**config.mk**
```make
export PLATFORM = sky130hd
export DESIGN_NAME = ps2_cmd_ctrl
export DESIGN_NICKNAME = d
export VERILOG_FILES = /design/src/rtl/ps2_pkg.sv /design/src/rtl/ps2_line_sync.sv /design/src/rtl/ps2_cmd_ctrl.sv
export SDC_FILE = /design/constraint.sdc
export NUM_CORES = 1
export LEC_CHECK = 0
export ABC_AREA = 1
export CAP_MARGIN = 40
export CORE_ASPECT_RATIO = 0.6
export CORE_MARGIN = 1
export CORE_UTILIZATION = 45
export DETAILED_ROUTE_END_ITERATION = 10
export GPL_TIMING_DRIVEN = 0
export SLEW_MARGIN = 20
export SYNTH_ARGS = -nofsm -noshare
export SYNTH_HDL_FRONTEND = slang
export SYNTH_SLANG_ARGS = --single-unit
```
**constraint.sdc**
```tcl
create_clock -name clk -period 2.2 [get_ports clk]
set_clock_uncertainty 0.2 [all_clocks]
set_input_delay 0.33 -clock clk [delete_from_list [all_inputs] [get_ports clk]]
set_output_delay 0.33 -clock clk [all_outputs]
set_load 0.01 [all_outputs]
```
**src/rtl/ps2_pkg.sv**
```systemverilog
// Shared types and constants for the PS/2 host command path.
package ps2_pkg;

   typedef enum logic [2:0] {
      IDLE,
      INHIBIT,
      REQ,
      SEND,
      IDLE_WAIT,
      RESP,
      FINISH
   } state_t;

   localparam logic [7:0] ACK    = 8'hFA;
   localparam logic [7:0] RESEND = 8'hFE;

   localparam logic [1:0] ERR_OK     = 2'd0;
   localparam logic [1:0] ERR_CLK_TO = 2'd1;
   localparam logic [1:0] ERR_NO_ACK = 2'd2;
   localparam logic [1:0] ERR_RESP   = 2'd3;

   // One shared cycle counter serves all three wait phases, so size it for the longest.
   function automatic int cnt_width(input int a, input int b, input int c);
      int m;
      m = a;
      if (b > m) m = b;
      if (c > m) m = c;
      return $clog2(m + 1);
   endfunction

endpackage

```
**src/rtl/ps2_line_sync.sv**
```systemverilog
// Three-flop synchronisers for the PS/2 clock and data pins with clock falling-edge detect.
// Edge is flagged 2-3 cycles after the pin falls; levels come from the last stage.
module ps2_line_sync (
   input  logic clk,
   input  logic rst_n,
   input  logic clk_pin,
   input  logic data_pin,
   output logic clk_lvl,
   output logic data_lvl,
   output logic clk_fall
);

   logic [2:0] clk_sync;
   logic [2:0] data_sync;

   always_ff @(posedge clk or negedge rst_n) begin
      if (!rst_n) begin
         clk_sync  <= 3'b111;
         data_sync <= 3'b111;
      end else begin
         clk_sync  <= {clk_sync[1:0], clk_pin};
         data_sync <= {data_sync[1:0], data_pin};
      end
   end

   assign clk_fall = ~clk_sync[1] & clk_sync[2];
   assign clk_lvl  = clk_sync[2];
   assign data_lvl = data_sync[2];

endmodule

```
**src/rtl/ps2_cmd_ctrl.sv**
```systemverilog
// PS/2 host-to-keyboard command sender: inhibit, request-to-send, 11-clock frame, ACK and response check.
// One command in flight; cmd_valid is only taken in IDLE, retries on 0xFE up to MAX_RETRY.
module ps2_cmd_ctrl
   import ps2_pkg::*;
#(
   parameter int INHIBIT_CYC = 5000,
   parameter int CLK_TO_CYC  = 750000,
   parameter int RESP_TO_CYC = 1000000,
   parameter int MAX_RETRY   = 2
) (
   input  logic       clk,
   input  logic       rst_n,
   input  logic       cmd_valid,
   input  logic [7:0] cmd_byte,
   output logic       cmd_ready,
   input  logic       ps2k_clk_in,
   input  logic       ps2k_data_in,
   output logic       ps2k_clk_oe,
   output logic       ps2k_data_oe,
   input  logic [7:0] rx_byte,
   input  logic       rx_valid,
   output logic       rx_inhibit,
   output logic       done,
   output logic       err,
   output logic [1:0] err_code
);

   localparam int CW = cnt_width(INHIBIT_CYC, CLK_TO_CYC, RESP_TO_CYC);

   state_t        state;
   logic [CW-1:0] cnt;
   logic [3:0]    edge_cnt;
   logic [9:0]    sh;
   logic [7:0]    cmd_q;
   logic [3:0]    retry;
   logic          clk_lvl;
   logic          data_lvl;
   logic          clk_fall;
   logic          fin;
   logic [1:0]    fin_code;

   ps2_line_sync u_sync (
      .clk      (clk),
      .rst_n    (rst_n),
      .clk_pin  (ps2k_clk_in),
      .data_pin (ps2k_data_in),
      .clk_lvl  (clk_lvl),
      .data_lvl (data_lvl),
      .clk_fall (clk_fall)
   );

   // Every way a transaction can end, success or failure, funnels through fin.
   always_comb begin
      fin      = 1'b0;
      fin_code = ERR_OK;
      case (state)
         SEND: begin
            if (clk_fall) begin
               if (edge_cnt == 4'd10 && data_lvl) begin
                  fin      = 1'b1;
                  fin_code = ERR_NO_ACK;
               end
            end else if (cnt == CW'(CLK_TO_CYC - 1)) begin
               fin      = 1'b1;
               fin_code = ERR_CLK_TO;
            end
         end
         IDLE_WAIT: begin
            if (!(clk_lvl && data_lvl) && !clk_fall && cnt == CW'(CLK_TO_CYC - 1)) begin
               fin      = 1'b1;
               fin_code = ERR_CLK_TO;
            end
         end
         RESP: begin
            if (rx_valid) begin
               if (rx_byte == ACK) begin
                  fin = 1'b1;
               end else if (!(rx_byte == RESEND && retry < 4'(MAX_RETRY))) begin
                  fin      = 1'b1;
                  fin_code = ERR_RESP;
               end
            end else if (cnt == CW'(RESP_TO_CYC - 1)) begin
               fin      = 1'b1;
               fin_code = ERR_RESP;
            end
         end
         default: ;
      endcase
   end

   always_ff @(posedge clk or negedge rst_n) begin
      if (!rst_n) begin
         state        <= IDLE;
         cmd_ready    <= 1'b1;
         ps2k_clk_oe  <= 1'b0;
         ps2k_data_oe <= 1'b0;
         rx_inhibit   <= 1'b0;
         done         <= 1'b0;
         err          <= 1'b0;
         err_code     <= ERR_OK;
         retry        <= '0;
         cnt          <= '0;
         edge_cnt     <= '0;
         sh           <= '0;
         cmd_q        <= '0;
      end else begin
         done <= 1'b0;
         if (fin) begin
            state        <= FINISH;
            ps2k_clk_oe  <= 1'b0;
            ps2k_data_oe <= 1'b0;
            rx_inhibit   <= 1'b0;
            done         <= 1'b1;
            err          <= (fin_code != ERR_OK);
            err_code     <= fin_code;
         end else begin
            case (state)
               IDLE: begin
                  if (cmd_valid && cmd_ready) begin
                     cmd_q       <= cmd_byte;
                     retry       <= '0;
                     err         <= 1'b0;
                     err_code    <= ERR_OK;
                     cmd_ready   <= 1'b0;
                     ps2k_clk_oe <= 1'b1;
                     rx_inhibit  <= 1'b1;
                     cnt         <= '0;
                     state       <= INHIBIT;
                  end
               end
               INHIBIT: begin
                  if (cnt == CW'(INHIBIT_CYC - 1)) begin
                     ps2k_clk_oe  <= 1'b0;
                     ps2k_data_oe <= 1'b1;
                     state        <= REQ;
                  end else begin
                     cnt <= cnt + 1'b1;
                  end
               end
               REQ: begin
                  sh       <= {1'b1, ~^cmd_q, cmd_q};
                  edge_cnt <= '0;
                  cnt      <= '0;
                  state    <= SEND;
               end
               SEND: begin
                  if (clk_fall) begin
                     cnt      <= '0;
                     edge_cnt <= edge_cnt + 4'd1;
                     if (edge_cnt == 4'd10) begin
                        state <= IDLE_WAIT;
                     end else begin
                        ps2k_data_oe <= ~sh[0];
                        sh           <= {1'b0, sh[9:1]};
                     end
                  end else begin
                     cnt <= cnt + 1'b1;
                  end
               end
               IDLE_WAIT: begin
                  if (clk_lvl && data_lvl) begin
                     rx_inhibit <= 1'b0;
                     cnt        <= '0;
                     state      <= RESP;
                  end else if (clk_fall) begin
                     cnt <= '0;
                  end else begin
                     cnt <= cnt + 1'b1;
                  end
               end
               RESP: begin
                  if (rx_valid && rx_byte == RESEND) begin
                     retry       <= retry + 4'd1;
                     ps2k_clk_oe <= 1'b1;
                     rx_inhibit  <= 1'b1;
                     cnt         <= '0;
                     state       <= INHIBIT;
                  end else begin
                     cnt <= cnt + 1'b1;
                  end
               end
               FINISH: begin
                  cmd_ready <= 1'b1;
                  state     <= IDLE;
               end
               default: state <= IDLE;
            endcase
         end
      end
   end

endmodule

```
; ---- After elaboration in Yosys (flattened, before gate mapping)
; Index checks and enable logic that the tools add are counted.
[word_totals]
reg_bits = 63
inputBits = 22
out_inout_bits = 8
elab_cells = 140
[classes]
add_sub_neg = 3
order_cmp = 1
n_eq_ne = 24
mux = 61
bitwise_logic = 4
n_reduce_logical = 32
[op_table]
columns = operator, count
row1 = one-hot mux 20 bit (6 select lines), 1
row2 = 2-to-1 mux 20 bit, 5
row3 = "== test 20 bit, second input constant", 2
row4 = 2-to-1 mux 1 bit, 24
row5 = AND reduction 4 bit, 6
row6 = 2-to-1 mux 3 bit, 7
row7 = "inequality test 3 bit, second input constant", 7
row8 = "adder 20 x 1 -> 20 bit, second input constant", 1
row9 = "== test 20 x 13 -> 1 bit, second input constant", 1
row10 = 2-to-1 mux 10 bit, 2
row11 = one-hot mux 10 bit (2 select lines), 1
row12 = 2-to-1 mux 2 bit, 9
row13 = one-hot mux 3 bit (6 select lines), 1
row14 = "== test 8 bit, second input constant", 2
row15 = one-hot mux 4 bit (2 select lines), 2
row16 = 2-to-1 mux 4 bit, 3
row17 = nonzero test 2 bit, 6
row18 = "inequality test 2 bit, second input constant", 5
row19 = "== test 3 bit, second input constant", 3
row20 = one-hot mux 1 bit (3 select lines), 3
row21 = AND reduction 3 bit, 3
row22 = "adder 4 x 1 -> 4 bit, second input constant", 2
row23 = nonzero test 4 bit, 2
row24 = XNOR reduction 8 bit, 1
row25 = other kinds (15), 26

; ---- Depth between registers and ports, before layout
[logic_depth]
word_depth = 9
depth_mapped = 16

; ---- Hierarchy
; A second synthesis with hierarchy kept.
[hier_totals]
hier_cells = 586
hier_area_um2 = 4209.0
[modules_own_cells]
columns = module, n_inst, cells_per_inst, area_per_inst_um2, seq_area_each_um2
row1 = ps2_cmd_ctrl, 1, 578, 4041.4, 1427.6
row2 = ps2_line_sync, 1, 8, 167.7, 157.7

; ---- Worst setup path before layout
; Ideal clock, no wire load.
[synth_timing]
path_type = flip-flop to flip-flop
startpoint = register cnt[0]
endpoint = register cnt[14]
arrival_ps = 1680
t_required_ps = 1884
path_slack_ps = 204
path_stages_with_launch = 16
n_path_buf = 1
period_less_slack_ps = 1996
path_cell_list = dfrtp_1 ha_1 nand2_1 nor2_2 nand3_1 nor2_1 nand3_2 nand2_2 inv_4 nand2_8 inv_4 nand3_4 inv_4 buf_6 nand2_1 nand2_1
[synth_via]
elab_chain_len = 6
elab_cells_between_ends = 19
cone_classes = add/sub (1) / eq/ne (4) / mux (11) / bitwise (1) / reduce/logical (2)
[synth_rtl]
columns = element, line_no
row1 = "start, declared", ps2_cmd_ctrl.sv:31  ; logic [CW-1:0] cnt;
row2 = "start signal, assigned", ps2_cmd_ctrl.sv:137  ; cnt <= cnt + 1'b1;
row3 = "start signal, assigned", ps2_cmd_ctrl.sv:157  ; cnt <= cnt + 1'b1;
row4 = "start signal, assigned", ps2_cmd_ctrl.sv:168  ; cnt <= cnt + 1'b1;
row5 = "== test 20 bit, on equally long branches", "ps2_cmd_ctrl.sv:82, ps2_cmd_ctrl.sv:63, ps2_cmd_ctrl.sv:69"
row6 = "2-to-1 mux 1 bit, or another cell as far along", ps2_cmd_ctrl.sv:82  ; end else if (cnt == CW'(RESP_TO_CYC - 1)) begin
row7 = "2-to-1 mux 1 bit, on equally long branches", "ps2_cmd_ctrl.sv:75, ps2_cmd_ctrl.sv:58, ps2_cmd_ctrl.sv:69"
row8 = one-hot mux 1 bit (3 select lines) (*), ps2_cmd_ctrl.sv:56  ; case (state)
row9 = named net fin, ps2_cmd_ctrl.sv:39  ; logic fin;
row10 = inverter 1 bit (no line) (*), n/a
row11 = AND reduction 4 bit (no line) (*), n/a
; Mark *: on every way through the listed nets, which the timed path passes. The rest lies on a longest branch. The select of a mux whose other input is x is not followed.
; A chain may end at the register's enable or synchronous reset.

; ---- Final worst setup path
[layout_timing]
startpoint = register cnt[16]
endpoint = register cnt[13]
; The elaborated chain is that of the path after synthesis.

==> out/summary.txt <==
Pwr Density - 1110 nW/um2
Cells after synthesis - 590
Pins over their slew limit - 0
First-pass GRT wire length - 20700 um
Clk slew on worst S/H paths - 0.05 ns
Die height - 76.8 um
DR WL/cell - 17.1 um
Largest net degree at the start of global routing - 38
WP data required - 2.22 ns
Root Buffer - clkbuf_16
Share of synthesized registers carrying an async set or reset - 1.00
Post-route ant nets - 0
Leak pwr - 0.00262 uW
Detail Placement HPWL - 9670 um
Top cell type's share of synthesized area - 0.334
Final hold vios - 0
ANT cells - 0
Int Power - 3590 uW
Avg Cell Area, Syn - 7.11 um2
Final Critical Period - 2.16 ns
Tightest Pin Transition - 0.633 ns
Cells taking the most area after synthesis - dfrtp_1, nand2_1, nand3_1
Nets - 685
Arrival time of the worst setup path - 2.18 ns
Sequential Power Share - 0.275
Met2 global-route usage - 0.369
Number of flops mapped to enable cells by yosys - 0
GR Util met1 - 0.446
CP cell instances - nand2_1 > nor3_1 > nand3_1 > nand2_2 > nand2_4 > nand2_8 > clkinv_8 > nand3_4 > buf_12 > clkinv_8 > nand2_1 > nand2_1
Synth warnings - 0
Critical path capture point type - flip-flop
Post-route cell area - 5450 um2
Most common cell in the synthesized netlist - nand2_1
Place WS - -0.531 ns
Die X - 127 um
Setup CP Type - reg2reg
Drt via density - 5.59
First DRT Iteration DRCs - 333
Fin util - 0.621
Max_cap viols - 0
Status - complete, no violations
TritonCTS clock tree - yes
Drt pass-1 iters - 6
NetSw - 2490 uW
Global route overflow - 0
Yosys top cell by area - dfrtp_1
Worst path max stage delay - 0.47 ns
Comb power frac - 0.494
Vias - 4335
Max VDD drop - 0.440 mV
Top Usage Layer GRT - met1
Syn Nets - 616
Clock group share of total power - 0.231
Cts bufs inserted - 9
Total wire length - 13300 um
Slew HR - 0.578
Hold Crit Class - reg2reg
Share of layout cells above drive strength 1 - 0.193
Post-synthesis cell area - 4200 um2
Synthesis-to-finish area growth - 29.9%
Worst path slowest cell - dfrtp_1
Skew-Pair Late Insertion Delay - 0.33 ns
Core area - 8780 um2
Hold WS - 0.153 ns
DR DRC count - 0
Unique masters post-synth - 39
IO Port Bufs - 29
Crit path max fanout - 8
Crit path launch type - flip-flop
Deepest clock path buffer count - 2
Switching share of power - 0.410
Initial antenna violation count - 0
Grt met3 use - 0.0803
Global Route Usage Sum - 0.281
Final worst path period share - 0.984
IO Count - 30
F_max - 0.462 GHz
RSZ-0062 raised after global routing - true
Total Power - 6080 uW
Gpl congestion - 1.04
H-tree depth - 3
Post-Place Cell Area - 4640 um2
Sequential fraction of the synthesis area - 0.378
Rows - 26
Vias in the first global route - 3925
Clk sinks - 63
Synth top cells by count - nand2_1, nand3_1, nor2_1
Starting density of the core - 0.478
Final setup viols - 0
Synth Register Bits - 63
Primary FF master, synth - dfrtp_1
Die Area - 9730 um2
Most used cell, CP - nand2_1
Final setup margin - 0.0362 ns
==> per-stage QoR <==
stage          std cells  setup TNS (ns)
2_1_floorplan        590               0
3_5_place_dp         732          -18.31
5_1_grt              776          -0.265
6_report             776               0
4_1_cts              755               0
3_3_place_gp         731         -108.48
==> cell families after synthesis <==
logic type	Yosys count	synth area share
buffers and inverters	72	0.0787
AO/OA/AOI/OAI	54	0.0808
adder cells (fa/ha/maj)	4	0.0119
multiplexers	8	0.0191
XOR/XNOR	13	0.0271
flip-flops	63	0.378
AND/OR/NAND/NOR	376	0.404
==> power groups by stage <==
| stage | Combinational, uW | Sequential (uW) | Clock, uW |
|---|---|---|---|
| floorplan | 1600 | 1650 | 0 |
| global placement | 2300 | 1660 | 0 |
| detailed placement | 2330 | 1680 | 0 |
| CTS | 2430 | 1660 | 1440 |
| global route | 3260 | 1700 | 1470 |
| finish | 3000 | 1670 | 1400 |
==> registers in the layout, summed over array words and instances, names as in the netlist <==
signal / flops
u_sync.clk_sync: 3
err_code: 2
sh: 10
cnt: 20
retry: 4
ps2k_clk_oe: 1
state: 3
rx_inhibit: 1
err: 1
edge_cnt: 4
cmd_ready: 1
u_sync.data_sync: 3
done: 1
ps2k_data_oe: 1
cmd_q: 8
==> placed cells by master, fill, tap and decap left out, types with 5 or more instances in the layout <==
cell type and instances:
clkdlybuf4s50_1 28, nor2_2 8, buf_6 6, nand2_2 11, nand2_1 191, dfstp_2 7, dfrtp_2 5, dfrtp_1 51
nand3_1 59, nand2_4 5, inv_1 43, mux2i_1 8, clkbuf_1 8, o21ai_0 13, nand3_2 6, xor2_1 8
nor2_1 52, clkbuf_16 11, xnor2_1 5, o2111ai_1 5, nand4_1 18, o21ai_1 14, buf_4 24, o211ai_1 13
==> critical path, delay by kind of cell (launching register included) <==
family,cells,cell delay [ns]
buffers and inverters,3,0.30
DFF,1,0.47
and+or+nand+nor,9,1.05
==> path summary, 6_finish.rpt <==
kind	cells past startpoint	slack, ns	endpoint	startpoint
min	0	0.15	u_sync.clk_sync[1]$_DFF_PN1_	u_sync.clk_sync[0]$_DFF_PN1_
max reg2reg	12	0.04	cnt[13]$_DFFE_PN0P_	cnt[16]$_DFFE_PN0P_
min reg2reg	0	0.15	u_sync.clk_sync[1]$_DFF_PN1_	u_sync.clk_sync[0]$_DFF_PN1_
min in group asynchronous	2	0.27	cnt[1]$_DFFE_PN0P_	rst_n
max	12	0.04	cnt[13]$_DFFE_PN0P_	cnt[16]$_DFFE_PN0P_
max in group asynchronous	3	0.95	cmd_ready$_DFFE_PN1P_	rst_n
==> routing by layer <==
metal / share of wire / up-vias / routed length, um
met5: 0 / - / 0
met4: 0.0065 / 0 / 86
met3: 0.10 / 10 / 1350
met2: 0.39 / 202 / 5130
met1: 0.51 / 2044 / 6710
li1: - / 2079 / -
==> what timing repair did <==
action | in CTS | in global routing
hold buffers | 1 | 0
endpoints found under the hold margin | 20 | 0
setup endpoints to repair | 52 | 53
resized for setup | 18 | 60
pin swaps | 7 | 19
cloned | 0 | 3
buffers inserted | 7 | 19
==> layout make-up <==
| type | instances | area [um2] |
|---|---|---|
| fillers | 796 | 3330 |
| multi-input cells | 455 | 2460 |
| flip-flops and latches | 63 | 1590 |
| repair buffers | 59 | 583 |
| inverters | 54 | 255 |
| clock buffers | 13 | 250 |
| well taps | 112 | 140 |
| plain buffers | 16 | 118 |
| clock inverters | 3 | 42.5 |
| repair inverters | 1 | 8.76 |
(Power assumes the default switching activity.)
